## config.mk

```make
export PLATFORM = sky130hd
export DESIGN_NAME = tree_loader
export DESIGN_NICKNAME = d
export VERILOG_FILES = /design/src/rtl/tree_loader.sv
export SDC_FILE = /design/constraint.sdc
export NUM_CORES = 1
export LEC_CHECK = 0
export BUFFER_PORTS_ARGS = -buffer_cell sky130_fd_sc_hd__buf_2
export CORE_MARGIN = 10
export CORE_UTILIZATION = 40
export CTS_BUF_LIST = sky130_fd_sc_hd__clkbuf_16
export DETAILED_ROUTE_END_ITERATION = 16
export GPL_TIMING_DRIVEN = 0
export PLACE_DENSITY = 0.57
export SYNTH_ARGS = -nofsm -noshare
export SYNTH_HDL_FRONTEND = slang
export SYNTH_SLANG_ARGS = --single-unit
```

## constraint.sdc

```tcl
create_clock -name clk -period 7 [get_ports clk]
set_input_delay 1.4 -clock clk [delete_from_list [all_inputs] [get_ports clk]]
set_output_delay 1.4 -clock clk [all_outputs]
set_load 0.05 [all_outputs]
```

## src/rtl/tree_loader.sv

```systemverilog
// ----------------------------------------------------------------------------
// tree_loader
//   Fills the decision-tree node RAM from a byte stream. Each node is sent as
//   five bytes: header (bit0 = dec, bits 7:1 must be zero), data, next_T,
//   next_F and y. After the fifth byte is checked, the node is packed into
//   {dec, data, next_T, next_F, y} and written for one cycle.
//
// Ports
//   clk, reset     clock and synchronous active-high reset
//   load_start_i   one-cycle pulse, starts a load (honoured in IDLE or ERR)
//   node_count_i   node count N, sampled together with load_start_i
//   byte_i         stream byte
//   byte_valid_i   byte_i valid; accepted when byte_ready_o is also high
//   byte_ready_o   loader can accept a byte (RECV only)
//   wr_en_o        RAM write strobe (WRITE only)
//   wr_addr_o      RAM write address (node index), held between writes
//   wr_data_o      packed node word, held between writes
//   busy_o         load in progress (RECV or WRITE)
//   done_o         one-cycle pulse after the last node is written
//   err_o          high while in ERR
//   err_code_o     00 none, 01 format, 10 pointer, 11 zero count
// ----------------------------------------------------------------------------
module tree_loader #(
    parameter int DATA   = 8,
    parameter int STATU  = 8,
    parameter int NODE_W = 1 + DATA + STATU + STATU + DATA
) (
    input  logic              clk,
    input  logic              reset,
    input  logic              load_start_i,
    input  logic [STATU-1:0]  node_count_i,
    input  logic [DATA-1:0]   byte_i,
    input  logic              byte_valid_i,
    output logic              byte_ready_o,
    output logic              wr_en_o,
    output logic [STATU-1:0]  wr_addr_o,
    output logic [NODE_W-1:0] wr_data_o,
    output logic              busy_o,
    output logic              done_o,
    output logic              err_o,
    output logic [1:0]        err_code_o
);

    typedef enum logic [1:0] {IDLE, RECV, WRITE, ERR} state_t;

    state_t            state_reg, state_next;
    logic [STATU-1:0]  n_reg;
    logic [STATU-1:0]  node_idx_reg;
    logic [2:0]        byte_cnt_reg;
    logic [DATA-1:0]   hdr_reg;
    logic [DATA-1:0]   data_reg;
    logic [STATU-1:0]  next_t_reg;
    logic [STATU-1:0]  next_f_reg;
    logic [1:0]        err_code_reg, err_code_next;
    logic              done_reg;
    logic [STATU-1:0]  wr_addr_reg;
    logic [NODE_W-1:0] wr_data_reg;

    logic accept;
    logic start_load;
    logic fmt_bad;
    logic ptr_bad;
    logic last_node;

    always_comb begin
        state_next    = state_reg;
        err_code_next = err_code_reg;
        accept        = (state_reg == RECV) && byte_valid_i;
        start_load    = load_start_i && ((state_reg == IDLE) || (state_reg == ERR));
        fmt_bad       = (hdr_reg[DATA-1:1] != '0);
        // Forward-pointer rule: decision nodes may only point strictly
        // forward and inside the tree, which guarantees termination.
        ptr_bad       = !hdr_reg[0] &&
                        !((next_t_reg > node_idx_reg) && (next_t_reg < n_reg) &&
                          (next_f_reg > node_idx_reg) && (next_f_reg < n_reg));
        last_node     = (node_idx_reg == n_reg - STATU'(1));

        case (state_reg)
            IDLE, ERR: begin
                if (load_start_i) begin
                    if (node_count_i == '0) begin
                        state_next    = ERR;
                        err_code_next = 2'b11;
                    end else begin
                        state_next    = RECV;
                        err_code_next = 2'b00;
                    end
                end
            end
            RECV: begin
                if (accept && (byte_cnt_reg == 3'd4)) begin
                    // Format error outranks pointer error.
                    if (fmt_bad) begin
                        state_next    = ERR;
                        err_code_next = 2'b01;
                    end else if (ptr_bad) begin
                        state_next    = ERR;
                        err_code_next = 2'b10;
                    end else begin
                        state_next    = WRITE;
                    end
                end
            end
            WRITE: begin
                state_next = last_node ? IDLE : RECV;
            end
            default: state_next = IDLE;
        endcase
    end

    always_ff @(posedge clk) begin
        if (reset) begin
            state_reg    <= IDLE;
            n_reg        <= '0;
            node_idx_reg <= '0;
            byte_cnt_reg <= '0;
            hdr_reg      <= '0;
            data_reg     <= '0;
            next_t_reg   <= '0;
            next_f_reg   <= '0;
            err_code_reg <= '0;
            done_reg     <= 1'b0;
            wr_addr_reg  <= '0;
            wr_data_reg  <= '0;
        end else begin
            state_reg    <= state_next;
            err_code_reg <= err_code_next;
            done_reg     <= (state_reg == WRITE) && last_node;

            if (start_load && (node_count_i != '0)) begin
                n_reg        <= node_count_i;
                node_idx_reg <= '0;
                byte_cnt_reg <= '0;
            end

            if (accept) begin
                case (byte_cnt_reg)
                    3'd0:    hdr_reg    <= byte_i;
                    3'd1:    data_reg   <= byte_i;
                    3'd2:    next_t_reg <= STATU'(byte_i);
                    3'd3:    next_f_reg <= STATU'(byte_i);
                    default: ;
                endcase
                if (byte_cnt_reg != 3'd4) begin
                    byte_cnt_reg <= byte_cnt_reg + 3'd1;
                end
            end

            // The word is packed as the last byte arrives so that the write
            // cycle only has to present registered values.
            if ((state_reg == RECV) && (state_next == WRITE)) begin
                wr_addr_reg <= node_idx_reg;
                wr_data_reg <= {hdr_reg[0], data_reg, next_t_reg, next_f_reg,
                                byte_i};
            end

            if ((state_reg == WRITE) && !last_node) begin
                node_idx_reg <= node_idx_reg + STATU'(1);
                byte_cnt_reg <= '0;
            end
        end
    end

    assign byte_ready_o = (state_reg == RECV);
    assign busy_o       = (state_reg == RECV) || (state_reg == WRITE);
    assign wr_en_o      = (state_reg == WRITE);
    assign wr_addr_o    = wr_addr_reg;
    assign wr_data_o    = wr_data_reg;
    assign done_o       = done_reg;
    assign err_o        = (state_reg == ERR);
    assign err_code_o   = err_code_reg;

endmodule

```

==> qor.yml <==
synth:
  yosysSeqAreaShare_pct: 36.0
  synth_area_leaders: "dfxtp_1 36%, mux2i_1 9.5%, ha_1 9.3%"
  yosys_warnings: 0
  syn_inst: 597
  syn_area_mm2: 0.00540
  synth_edf_count: 0
  ys_types: 51
  synth-async-reset-ratio_pct: 0
  synthTopCellsByCount: "97 x dfxtp_1, 81 x nand2_1, 55 x or2b_2, 51 x mux2i_1, 50 x a21oi_1"
  yosys.area.top_type_share_pct: 36.0
  synth.largest_area_cell: "dfxtp_1"
  syn_area_per_cell_um2: 9.04
  synthFlopType: "dfxtp_1"
  synth.most_common_cell: "dfxtp_1"
  yosys_register_bits: 97
  synth.net_count: 657
routing:
  routed_wl_um: 13800
  vias: 4262
  antenna_left: 0
  wl_per_cell_um: 16.2
  drtPass1Iterations: 4
  drc: 0
  vias_per_cell: 4.98
  drtIter0Drc: 249
clock_tree:
  cts.root.buffer_cell: "clkbuf_16"
  cts.repair.resized: 0
  numCtsBuffers: 9
  path_clk_slew_ps: 70
  cts_buffer_depth: 2
  cts_tree: "yes"
  cts_max_level: 3
  cts_setup_buffers: 0
  clock-sinks: 97
  clk-insertion-delay-late_ps: 350
  postCtsHoldBufs: 0
finish:
  multi_input_area_mm2: 0.00316
  drive_above_1_share_pct: 22.2
  filler_cell_count: 1330
  postLayoutCellArea_mm2: 0.00624
  largest_reg_flops: 33
  finish.net_count: 734
  antennaDiodeCount: 0
  syn_to_final_growth_pct: 15.7
  regArea_mm2: 0.00194
timing:
  setup_tns_ps: 0
  period_share_pct: 46.6
  setup_viol_count_final: 0
  maxSlewHeadroom_pct: 49.3
  hold_slack_ps: 454
  final_max_slew_viol_count: 0
  rsz0062_at_grt: "no"
  hold_violations: 0
  finClkSkew_ps: 9.33
  fin_crit_ps: 3260
  max_freq_mhz: 306
  worst_pin_slew_ps: 741
global_route:
  antenna_found_initial: 0
  grt_max_degree: 17
  grt_pass1_vias: 4255
  grt_use_total_pct: 15.2
  grt_pass1_wl_um: 22300
  gr-total-overflow: 0
die:
  die_y_um: 136
  core_mm2: 0.0132
  dieArea_mm2: 0.0185
  rows: 42
  ios: 68
  dieWidth_um: 136
  start_util_pct: 40.8
power_and_ir_drop:
  power_leakage_uw: 0.00280
  vdd_drop_max_uv: 245
  netSwitchingPower_uw: 552
  swShare_pct: 34.9
  p_seq_share_pct: 38.6
  p_total_uw: 1580
  p_int_uw: 1030
  power.density_mw_per_mm2: 253
  combPwrFrac_pct: 30.1
  clkPwrFrac_pct: 31.3
setup_path:
  path_cells: "clkdlybuf4s50_2 > inv_1 > ha_1 > nand4_1 > o22ai_1 > or4_4 > o31ai_4 > nand2_2 > a2bb2oi_4 > buf_12 > mux2i_1"
  worst_path_max_delay_cell: "clkdlybuf4s50_2"
  start_kind: "flop"
  cpPeakStageDelay_ps: 570
  worstPathMaxFanout: 10
  crit_arrival_ps: 3540
  crit_type: "reg2reg"
  end_kind: "flop"
  required_ps: 7270
place:
  place_congestion: 0.894
  io_buffer_count: 66
  hpwl_um: 10700
  postPlaceCellArea_mm2: 0.00595
job:
  maxCapViolations: 0
status:
  status: "finished clean"
min_path:
  hp-class: "reg2reg"
==> stage by stage <==
stage / util, % / worst slack (ps) / std cells
2_1_floorplan: - / 4120 / 597
3_3_place_gp: 44.9 / 3770 / 839
5_1_grt: 47.2 / 3510 / 855
6_report: 47.2 / 3740 / 855
3_5_place_dp: 44.9 / 3750 / 839
4_1_cts: 47.2 / 3720 / 855
==> metal layers <==
layer	track usage, %	wire length, um
met1	20.1	6600
met2	24.4	6460
met3	2.55	534
met4	5.62	232
met5	0	0
==> path summary, 6_finish.rpt <==
path / from / endpoint / slack (ps) / depth (start not counted)
worst min register to register: data_reg[4]$_SDFFE_PP0P_ / data_reg[4]$_SDFFE_PP0P_ / 450 / 2
worst max-delay path: node_idx_reg[5]$_SDFFE_PP0P_ / wr_data_o[23]$_SDFFE_PP0P_ / 3740 / 11
worst min-delay path: data_reg[4]$_SDFFE_PP0P_ / data_reg[4]$_SDFFE_PP0P_ / 450 / 2
worst max register to register: node_idx_reg[5]$_SDFFE_PP0P_ / wr_data_o[23]$_SDFFE_PP0P_ / 3740 / 11
==> worst max-delay path, delay by kind of cell (launching register included) <==
kind                     cells  cell delay (ps)
AND/OR/NAND/NOR              3              790
flip-flops                   1              300
multiplexers                 1              160
adder cells (fa/ha/maj)      1              330
buffers and inverters        3              880
AO/OA/AOI/OAI                3              700
==> area by class of cell <==
class | count | area share (%)
Timing Repair Buffer | 66 | 5.29
Tap cell | 176 | 3.53
Clock inverter | 7 | 1.14
Clock buffer | 9 | 3.61
Inverter | 27 | 1.62
Multi-Input combinational cell | 443 | 50.6
Sequential cell | 97 | 31.1
Buffer | 30 | 3.15
==> kinds of logic (layout without fill, tap and decap cells) <==
kind of cell,after synthesis,in the layout,synth area share (%)
mux,51,51,9.46
fa+ha+maj,40,40,9.27
buf+inv,57,139,5.52
flops,97,97,36.0
simple gates,249,249,26.8
xor+xnor,10,10,1.62
compound gates,93,93,11.3
==> power by group through the flow <==
| stage | Combinational (uW) | Sequential (uW) | Clock (uW) |
|---|---|---|---|
| after floorplan | 356 | 633 | 0 |
| after global placement | 468 | 622 | 0 |
| after detailed placement | 478 | 623 | 0 |
| after CTS | 480 | 610 | 509 |
| after global routing | 527 | 615 | 528 |
| final | 476 | 611 | 495 |
==> layout by cell type (no fill, tap or decap), types with 7 or more instances in the layout <==
cell        n
or2b_1     12
nand2b_1   17
a21oi_1    50
xnor2_1     7
nand3_1    13
inv_1      29
clkbuf_1   20
clkbuf_16   9
mux2i_1    51
ha_1       40
o21ai_0    10
or2b_2     55
dfxtp_1    97
buf_2      66
nor2_1     30
nand4_1     7
nand2_1    81
and2_1      8
No activity file was read; power rests on OpenSTA's default activity.
